## config.mk

```make
export PLATFORM = sky130hd
export DESIGN_NAME = axis_pixel_unpacker
export DESIGN_NICKNAME = d
export VERILOG_FILES = /design/src/rtl/axis_pixel_unpacker_pkg.sv /design/src/rtl/axis_frame_checker.sv /design/src/rtl/axis_pixel_unpacker.sv
export SDC_FILE = /design/constraint.sdc
export NUM_CORES = 1
export LEC_CHECK = 0
export BUFFER_PORTS_ARGS = -buffer_cell sky130_fd_sc_hd__buf_2
export CELL_PAD_IN_SITES_DETAIL_PLACEMENT = 0
export CELL_PAD_IN_SITES_GLOBAL_PLACEMENT = 2
export CORE_ASPECT_RATIO = 0.7
export CORE_MARGIN = 3
export CORE_UTILIZATION = 35
export CTS_CLUSTER_SIZE = 20
export DETAILED_ROUTE_END_ITERATION = 6
export PLACE_DENSITY = 0.8
export RECOVER_POWER = 50
export SETUP_SLACK_MARGIN = 0.1
export SYNTH_ARGS = -nofsm -noshare
export SYNTH_HDL_FRONTEND = slang
export SYNTH_SLANG_ARGS = --single-unit
```

## constraint.sdc

```tcl
create_clock -name i_CLK -period 1.8 [get_ports i_CLK]
set_input_delay 0.45 -clock i_CLK [delete_from_list [all_inputs] [get_ports i_CLK]]
set_output_delay 0.45 -clock i_CLK [all_outputs]
set_load 0.005 [all_outputs]
```

## src/rtl/axis_pixel_unpacker_pkg.sv

```systemverilog
// Shared types and constants for the AXI-Stream word-to-pixel unpacker.
package axis_pixel_unpacker_pkg;

  // Hold-register occupancy: EMPTY waits for a word, SERVE emits its beats.
  typedef enum logic {EMPTY = 1'b0, SERVE = 1'b1} unpack_state_t;

  // Default VGA active area (640x480).
  localparam int H_ACTIVE = 640;
  localparam int V_ACTIVE = 480;

  // Number of pixel beats carried by one input word.
  function automatic int beats_per_word(input int in_w, input int out_w);
    return in_w / out_w;
  endfunction

endpackage

```

## src/rtl/axis_frame_checker.sv

```systemverilog
// Frame-length checker: counts output beats and flags frames whose TLAST
// arrives early (err_short_o) or late (err_long_o). Both flags are sticky.
module axis_frame_checker #(
  parameter int FRAME_PIXELS = 307200
) (
  input  logic clk_i,
  input  logic rst_i,
  input  logic beat_i,
  input  logic last_i,
  output logic err_short_o,
  output logic err_long_o
);

  localparam int CNT_W = (FRAME_PIXELS > 1) ? $clog2(FRAME_PIXELS) : 1;
  localparam logic [CNT_W-1:0] CNT_MAX = CNT_W'(FRAME_PIXELS - 1);

  logic [CNT_W-1:0] pix_cnt_q, pix_cnt_d;
  logic             short_q, short_d;
  logic             long_q, long_d;

  // Next-state: restart the count on TLAST or on overrun; never stall data.
  always_comb begin
    pix_cnt_d = pix_cnt_q;
    short_d   = short_q;
    long_d    = long_q;
    if (beat_i) begin
      if (last_i) begin
        pix_cnt_d = '0;
        if (pix_cnt_q != CNT_MAX) short_d = 1'b1;
      end else if (pix_cnt_q == CNT_MAX) begin
        pix_cnt_d = '0;
        long_d    = 1'b1;
      end else begin
        pix_cnt_d = pix_cnt_q + CNT_W'(1);
      end
    end
  end

  // Counter and sticky flag registers.
  always_ff @(posedge clk_i or posedge rst_i) begin
    if (rst_i) begin
      pix_cnt_q <= '0;
      short_q   <= 1'b0;
      long_q    <= 1'b0;
    end else begin
      pix_cnt_q <= pix_cnt_d;
      short_q   <= short_d;
      long_q    <= long_d;
    end
  end

  assign err_short_o = short_q;
  assign err_long_o  = long_q;

endmodule

```

## src/rtl/axis_pixel_unpacker.sv

```systemverilog
// Unpacks IN_WIDTH-bit DMA words into OUT_WIDTH-bit pixel beats, LSB first,
// at one beat per cycle with a same-cycle reload on the final beat.
// Optional frame-length checking is enabled by defining
// AXIS_PIXEL_UNPACKER_FRAME_CHECK_EN; otherwise ERR_SHORT/ERR_LONG are 0.
module axis_pixel_unpacker
  import axis_pixel_unpacker_pkg::*;
#(
  parameter int IN_WIDTH     = 32,
  parameter int OUT_WIDTH    = 8,
  parameter int FRAME_PIXELS = H_ACTIVE * V_ACTIVE
) (
  input  logic                 i_CLK,
  input  logic                 i_RST,
  input  logic [IN_WIDTH-1:0]  S_AXIS_DATA,
  input  logic                 S_AXIS_VALID,
  input  logic                 S_AXIS_LAST,
  output logic                 S_AXIS_READY,
  output logic [OUT_WIDTH-1:0] M_AXIS_DATA,
  output logic                 M_AXIS_VALID,
  output logic                 M_AXIS_LAST,
  input  logic                 M_AXIS_READY,
  output logic                 FRAME_DONE,
  output logic                 ERR_SHORT,
  output logic                 ERR_LONG
);

  localparam int N     = beats_per_word(IN_WIDTH, OUT_WIDTH);
  localparam int IDX_W = (N > 1) ? $clog2(N) : 1;
  localparam logic [IDX_W-1:0] IDX_LAST = IDX_W'(N - 1);

  if ((IN_WIDTH % OUT_WIDTH) != 0 || N < 1 || FRAME_PIXELS < 1) begin : g_param_check
    $error("axis_pixel_unpacker: IN_WIDTH must be a multiple of OUT_WIDTH and FRAME_PIXELS >= 1");
  end

  unpack_state_t                    state_q, state_d;
  logic [N-1:0][OUT_WIDTH-1:0]      hold_q, hold_d;
  logic                             last_q, last_d;
  logic [IDX_W-1:0]                 idx_q, idx_d;
  logic                             frame_done_q;

  logic hold_v, idx_end, beat, load;

  assign hold_v  = (state_q == SERVE);
  assign idx_end = (idx_q == IDX_LAST);
  assign beat    = hold_v && M_AXIS_READY;

  // Accept a word when empty, or when the final beat leaves this cycle.
  assign S_AXIS_READY = !hold_v || (idx_end && M_AXIS_READY);
  assign load         = S_AXIS_VALID && S_AXIS_READY;

  assign M_AXIS_VALID = hold_v;
  assign M_AXIS_DATA  = hold_q[idx_q];
  assign M_AXIS_LAST  = last_q && idx_end;
  assign FRAME_DONE   = frame_done_q;

  // Next-state: advance the beat index; a load overrides the drain to EMPTY.
  always_comb begin
    state_d = state_q;
    hold_d  = hold_q;
    last_d  = last_q;
    idx_d   = idx_q;
    if (beat) begin
      if (idx_end) begin
        idx_d   = '0;
        state_d = EMPTY;
      end else begin
        idx_d = idx_q + IDX_W'(1);
      end
    end
    if (load) begin
      hold_d  = S_AXIS_DATA;
      last_d  = S_AXIS_LAST;
      idx_d   = '0;
      state_d = SERVE;
    end
  end

  // State register.
  always_ff @(posedge i_CLK or posedge i_RST) begin
    if (i_RST) state_q <= EMPTY;
    else       state_q <= state_d;
  end

  // Hold register, beat index and frame-done pulse.
  always_ff @(posedge i_CLK or posedge i_RST) begin
    if (i_RST) begin
      hold_q       <= '0;
      last_q       <= 1'b0;
      idx_q        <= '0;
      frame_done_q <= 1'b0;
    end else begin
      hold_q       <= hold_d;
      last_q       <= last_d;
      idx_q        <= idx_d;
      frame_done_q <= beat && M_AXIS_LAST;
    end
  end

`ifdef AXIS_PIXEL_UNPACKER_FRAME_CHECK_EN
  axis_frame_checker #(
    .FRAME_PIXELS(FRAME_PIXELS)
  ) u_frame_checker (
    .clk_i       (i_CLK),
    .rst_i       (i_RST),
    .beat_i      (beat),
    .last_i      (M_AXIS_LAST),
    .err_short_o (ERR_SHORT),
    .err_long_o  (ERR_LONG)
  );
`else
  assign ERR_SHORT = 1'b0;
  assign ERR_LONG  = 1'b0;
`endif

endmodule

```

[Word-level counts from Yosys, hierarchy flattened]
Cells that the tools add are included.
Word-level totals
  bits in registers: 37
  bits of input ports: 37
  output and inout port bits: 14
Operators by class
  mux-type cells: 8
  equal/unequal tests: 1
  $lt $le $gt $ge: 1
  add/sub/neg operators: 1
  reduce and logical (&&, ||, !) cells: 10
Operators with widths (count)
  $bmux W8 S2: 1
  $mux W8: 1
  $mux W2: 3
  $logic_and A1 B1 Y1: 5
  $reduce_bool A2 Y1: 2
  $lt A2 B3 Y1 const B: 1
  $mux W1: 3
  $add A2 B1 Y2 const B: 1
  $eq A2 B2 Y1 const B: 1
  $reduce_and A2 Y1: 1
  $logic_not A1 Y1: 1
  $logic_or A1 B1 Y1: 1

[Longest topological paths before layout]
  word-level depth: 6
  mapped depth: 5
  depth with buffers taken out: 3

[Worst setup path after synthesis]
Ideal clock, no wire load.
  path kind: register to output
  start point: register idx_q[0]
  end point: output port S_AXIS_READY
  slack: 0.243 ns
  cell stages (with the launch flop): 5
  arrival: 1.107 ns
  path buffers: 1
  path through: dfrtp_1 ha_1 a21boi_4 buf_4 inv_1
On the way
  cells in the longest elaborated chain, start to end: 3
Ends and longest elaborated chain
  from (decl): RTL line axis_pixel_unpacker.sv:38  | logic [IDX_W-1:0] idx_q, idx_d;
  from (signal assigned): RTL line axis_pixel_unpacker.sv:94  | idx_q <= idx_d;
  $eq A2 B2 Y1: RTL line axis_pixel_unpacker.sv:44  | assign idx_end = (idx_q == IDX_LAST);
  $logic_and A1 B1 Y1: RTL line axis_pixel_unpacker.sv:48  | assign S_AXIS_READY = !hold_v || (idx_end && M_AXIS_READY);
  $logic_or A1 B1 Y1: RTL line axis_pixel_unpacker.sv:48
  to (decl): RTL line axis_pixel_unpacker.sv:17  | output logic S_AXIS_READY,
No other way between the ends.

[Worst setup path after layout]
  start point: register idx_q[1]
  end point: output port M_AXIS_DATA[3]
On the way
  cells in the longest elaborated chain, start to end: 2
Ends and longest elaborated chain
  $bmux W8 S2: RTL line axis_pixel_unpacker.sv:52  | assign M_AXIS_DATA = hold_q[idx_q];
  $mux W8 (implied by the code): RTL line axis_pixel_unpacker.sv:52
  to (decl): RTL line axis_pixel_unpacker.sv:18  | output logic [OUT_WIDTH-1:0] M_AXIS_DATA,
No other way between the ends. The select of a mux whose other input is x is not followed.

==> out/metrics.yaml <==
placement:
  io_buffers: 48
  placed_cell_area_sq_um: 2470
  hpwl_mm: 3.49
  place_ws_ns: 0.0204
  finalWeightedCongestion: 0.741
synthesis:
  syn_avg_cell_area_sq_um: 12.0
  synth_area_sq_um: 2160
  ys_top_cells_by_area: "dfrtp_1, o32ai_2, mux4_2, inv_1, nand2_1"
  yosys.area_share.xor_xnor: 0
  synth-edff-count: 0
  synth_top_area_cell: "dfrtp_1"
  synthMuxAreaShare: 0.0835
  ys_async_sr_fraction: 1.00
  synth_compound_area_frac: 0.256
  synth_ff_type: "dfrtp_1"
  synth_cells: 180
  yosysSeqAreaShare: 0.429
  ys_warn_count: 0
  yosysUniqueCellTypes: 23
  synth_fa_ha_area_frac: 0.00580
  yosys.area_share.simple: 0.0864
  synth_top_area_frac: 0.429
  synth_top_family_by_area: "compound AO/OA/AOI/OAI gates"
  synth.most_common_cell: "dfrtp_1"
  ys_ff_latch: 37
  synth_common_cells: "dfrtp_1, inv_1, nand2_1"
setup_path:
  worstSetupEndpointType: "output pin"
  cp.required_ns: 1.35
  critPathMaxFanout: 7
  critPathArrivalTime_ns: 1.49
  cp-start-kind: "flop"
  critical_path_class: "flop to output pin"
floorplanning:
  io_pins: 51
  row_count: 23
  fp.dieW_microns: 99.8
  die-area_sq_um: 7160
  start_util: 0.369
  core_sq_um: 5840
  die_h_microns: 71.7
grt:
  grt_max_degree: 38
  grt_pass1_vias: 1669
  grt_pass1_wl_mm: 8.31
  top_usage_layer: "met2"
  grt_use_met3: 0.0321
  grt-ovfl-total: 0
  track_usage: 0.151
  grt_util_met2: 0.225
  grt_antenna_before_repair: 0
  use_met1: 0.213
drt:
  avgRoutedWirePerCell_microns: 15.7
  drt.antenna.violating_nets: 0
  vias_per_cell: 4.85
  wirelength_mm: 4.91
  drtPass1Iterations: 4
  drc: 0
  vias: 1513
  drtIter0Drc: 77
clock_network:
  clock_sinks: 37
  cts.path.max_buffers: 2
  clk_pin_slew_ns: 0.07
  cts_inserted_buffers: 5
  cts_root_buf: "clkbuf_8"
  hold_buffers: 0
  cts_tree: "done"
  htreeDepth: 2
  clock_latency_ns: 0.29
min_path:
  hold_class: "primary input to async pin"
finish:
  n_fill_cell: 566
  final_util: 0.451
  syn_to_final_growth_pct: 22.2
  seqCellArea_sq_um: 928
  final_cell_area_sq_um: 2640
  multi_input_area_sq_um: 950
  nets: 274
  layout-drive-gt1-share: 0.515
  antennaDiodeCount: 0
pwr:
  power_frac_clock: 0.153
  p_per_area_nw_per_um2: 1580
  p_leak_nw: 1.27
  combPwrFrac: 0.483
  peakVddDrop_v: 0.000443
  swShare: 0.318
  p_seq_frac: 0.364
  p_switching_mw: 1.33
  intPower_mw: 2.85
  p_total_mw: 4.18
sta:
  max_freq_mhz: 517
  finalCritPeriodShare: 1.08
  finalClockSkew_ns: 0.00465
  period_minus_slack_ns: 1.94
  slew_violations: 0
  rsz0062_at_grt: "true"
  timing.slew.headroom: 0.392
  worst-slew-pin-transition_ns: 0.912
  hold_viol: 0
  setup_slack_ns: -0.135
  setup_viol: 10
run_status:
  violations: "negative setup slack"
  status: "finished, violations left"
flow_run:
  cap_violations: 0
## layout make-up
cell class | count | share of cell area
clock inverter | 1 | 0.00190
multi-input combinational | 90 | 0.360
tap | 75 | 0.0356
sequential | 37 | 0.352
inverter | 35 | 0.0498
timing repair buffer | 67 | 0.164
clock buffer | 7 | 0.0365
## metal layers
metal / up-vias / part of all wire / routed length [microns]
met5: - / 0 / 0
met4: 0 / 0.025 / 121
met3: 12 / 0.052 / 257
met2: 42 / 0.44 / 2170
met1: 724 / 0.48 / 2360
li1: 735 / - / -
## flip-flops by register name, summed over array words and instances, names as in the netlist
| name | count |
|---|---|
| M_AXIS_VALID | 1 |
| hold_q | 32 |
| FRAME_DONE | 1 |
| last_q | 1 |
| idx_q | 2 |
## critical path: stages, from the launching register on
cell and delay (ns):
dfrtp_2 0.50, mux4_2 0.55, buf_2 0.14
## layout by cell type, fill, tap and decap left out
cell type / instances
buf_2: 47
dfrtp_1: 35
inv_1: 35
nand2_1: 35
o32ai_2: 30
buf_4: 13
mux4_2: 8
clkbuf_8: 7
o32ai_1: 3
buf_6: 3
buf_12: 3
and3_2: 2
conb_1: 2
dfrtp_2: 2
nor2b_4: 1
a21boi_4: 1
nand2b_1: 1
nor4bb_1: 1
a31o_2: 1
and2_1: 1
nor2b_1: 1
a32o_1: 1
or2_2: 1
ha_2: 1
clkinv_2: 1
clkbuf_2: 1
## worst paths after layout
| path | startpoint | to | cells past startpoint | slack, ns |
|---|---|---|---|---|
| min reg2reg | hold_q[7]$_DFFE_PP0P_ | hold_q[7]$_DFFE_PP0P_ | 2 | 0.55 |
| max in group asynchronous | i_RST | idx_q[0]$_DFFE_PP0P_ | 3 | 0.75 |
| min in group i_CLK | S_AXIS_DATA[10] | hold_q[10]$_DFFE_PP0P_ | 3 | 0.42 |
| min | i_RST | hold_q[12]$_DFFE_PP0P_ | 3 | 0.42 |
| max | idx_q[1]$_DFFE_PP0P_ | M_AXIS_DATA[3] | 2 | -0.14 |
| max reg2reg | idx_q[1]$_DFFE_PP0P_ | M_AXIS_VALID$_DFFE_PP0P_ | 5 | 0.24 |
## power groups by stage
stage / sequential (mW) / clock (mW) / combinational, mW
global route: 1.57 / 0.690 / 2.20
finish: 1.52 / 0.639 / 2.02
global placement: 1.56 / 0 / 1.81
detailed placement: 1.56 / 0 / 1.84
floorplan: 1.38 / 0 / 1.51
CTS: 1.51 / 0.659 / 2.02
## per-stage QoR
step / hold slack (ns) / std cells / setup TNS (ns)
floorplan: 0.515 / 181 / 0
global placement: 0.532 / 297 / 0
detailed placement: 0.539 / 297 / 0
CTS: 0.264 / 312 / -1.03
global route: 0.418 / 312 / -1.57
finish: 0.416 / 312 / -1.02
## cells by family (layout without fill, tap and decap cells)
group                      after synthesis  after routing
buffers and inverters                   54            110
other                                    1              2
adders and majority gates                1              1
and+or+nand+nor                         43             43
muxes                                    8              8
DFF                                     37             37
AOI/OAI and AO/OA                       36             36
## what timing repair did
action                     CTS  global route
gates resized for setup      7             1
pin swaps                    1             0
buffers inserted             7             0
setup endpoints to repair   11            10
cloned                       0             0
(Power assumes the default switching activity.)
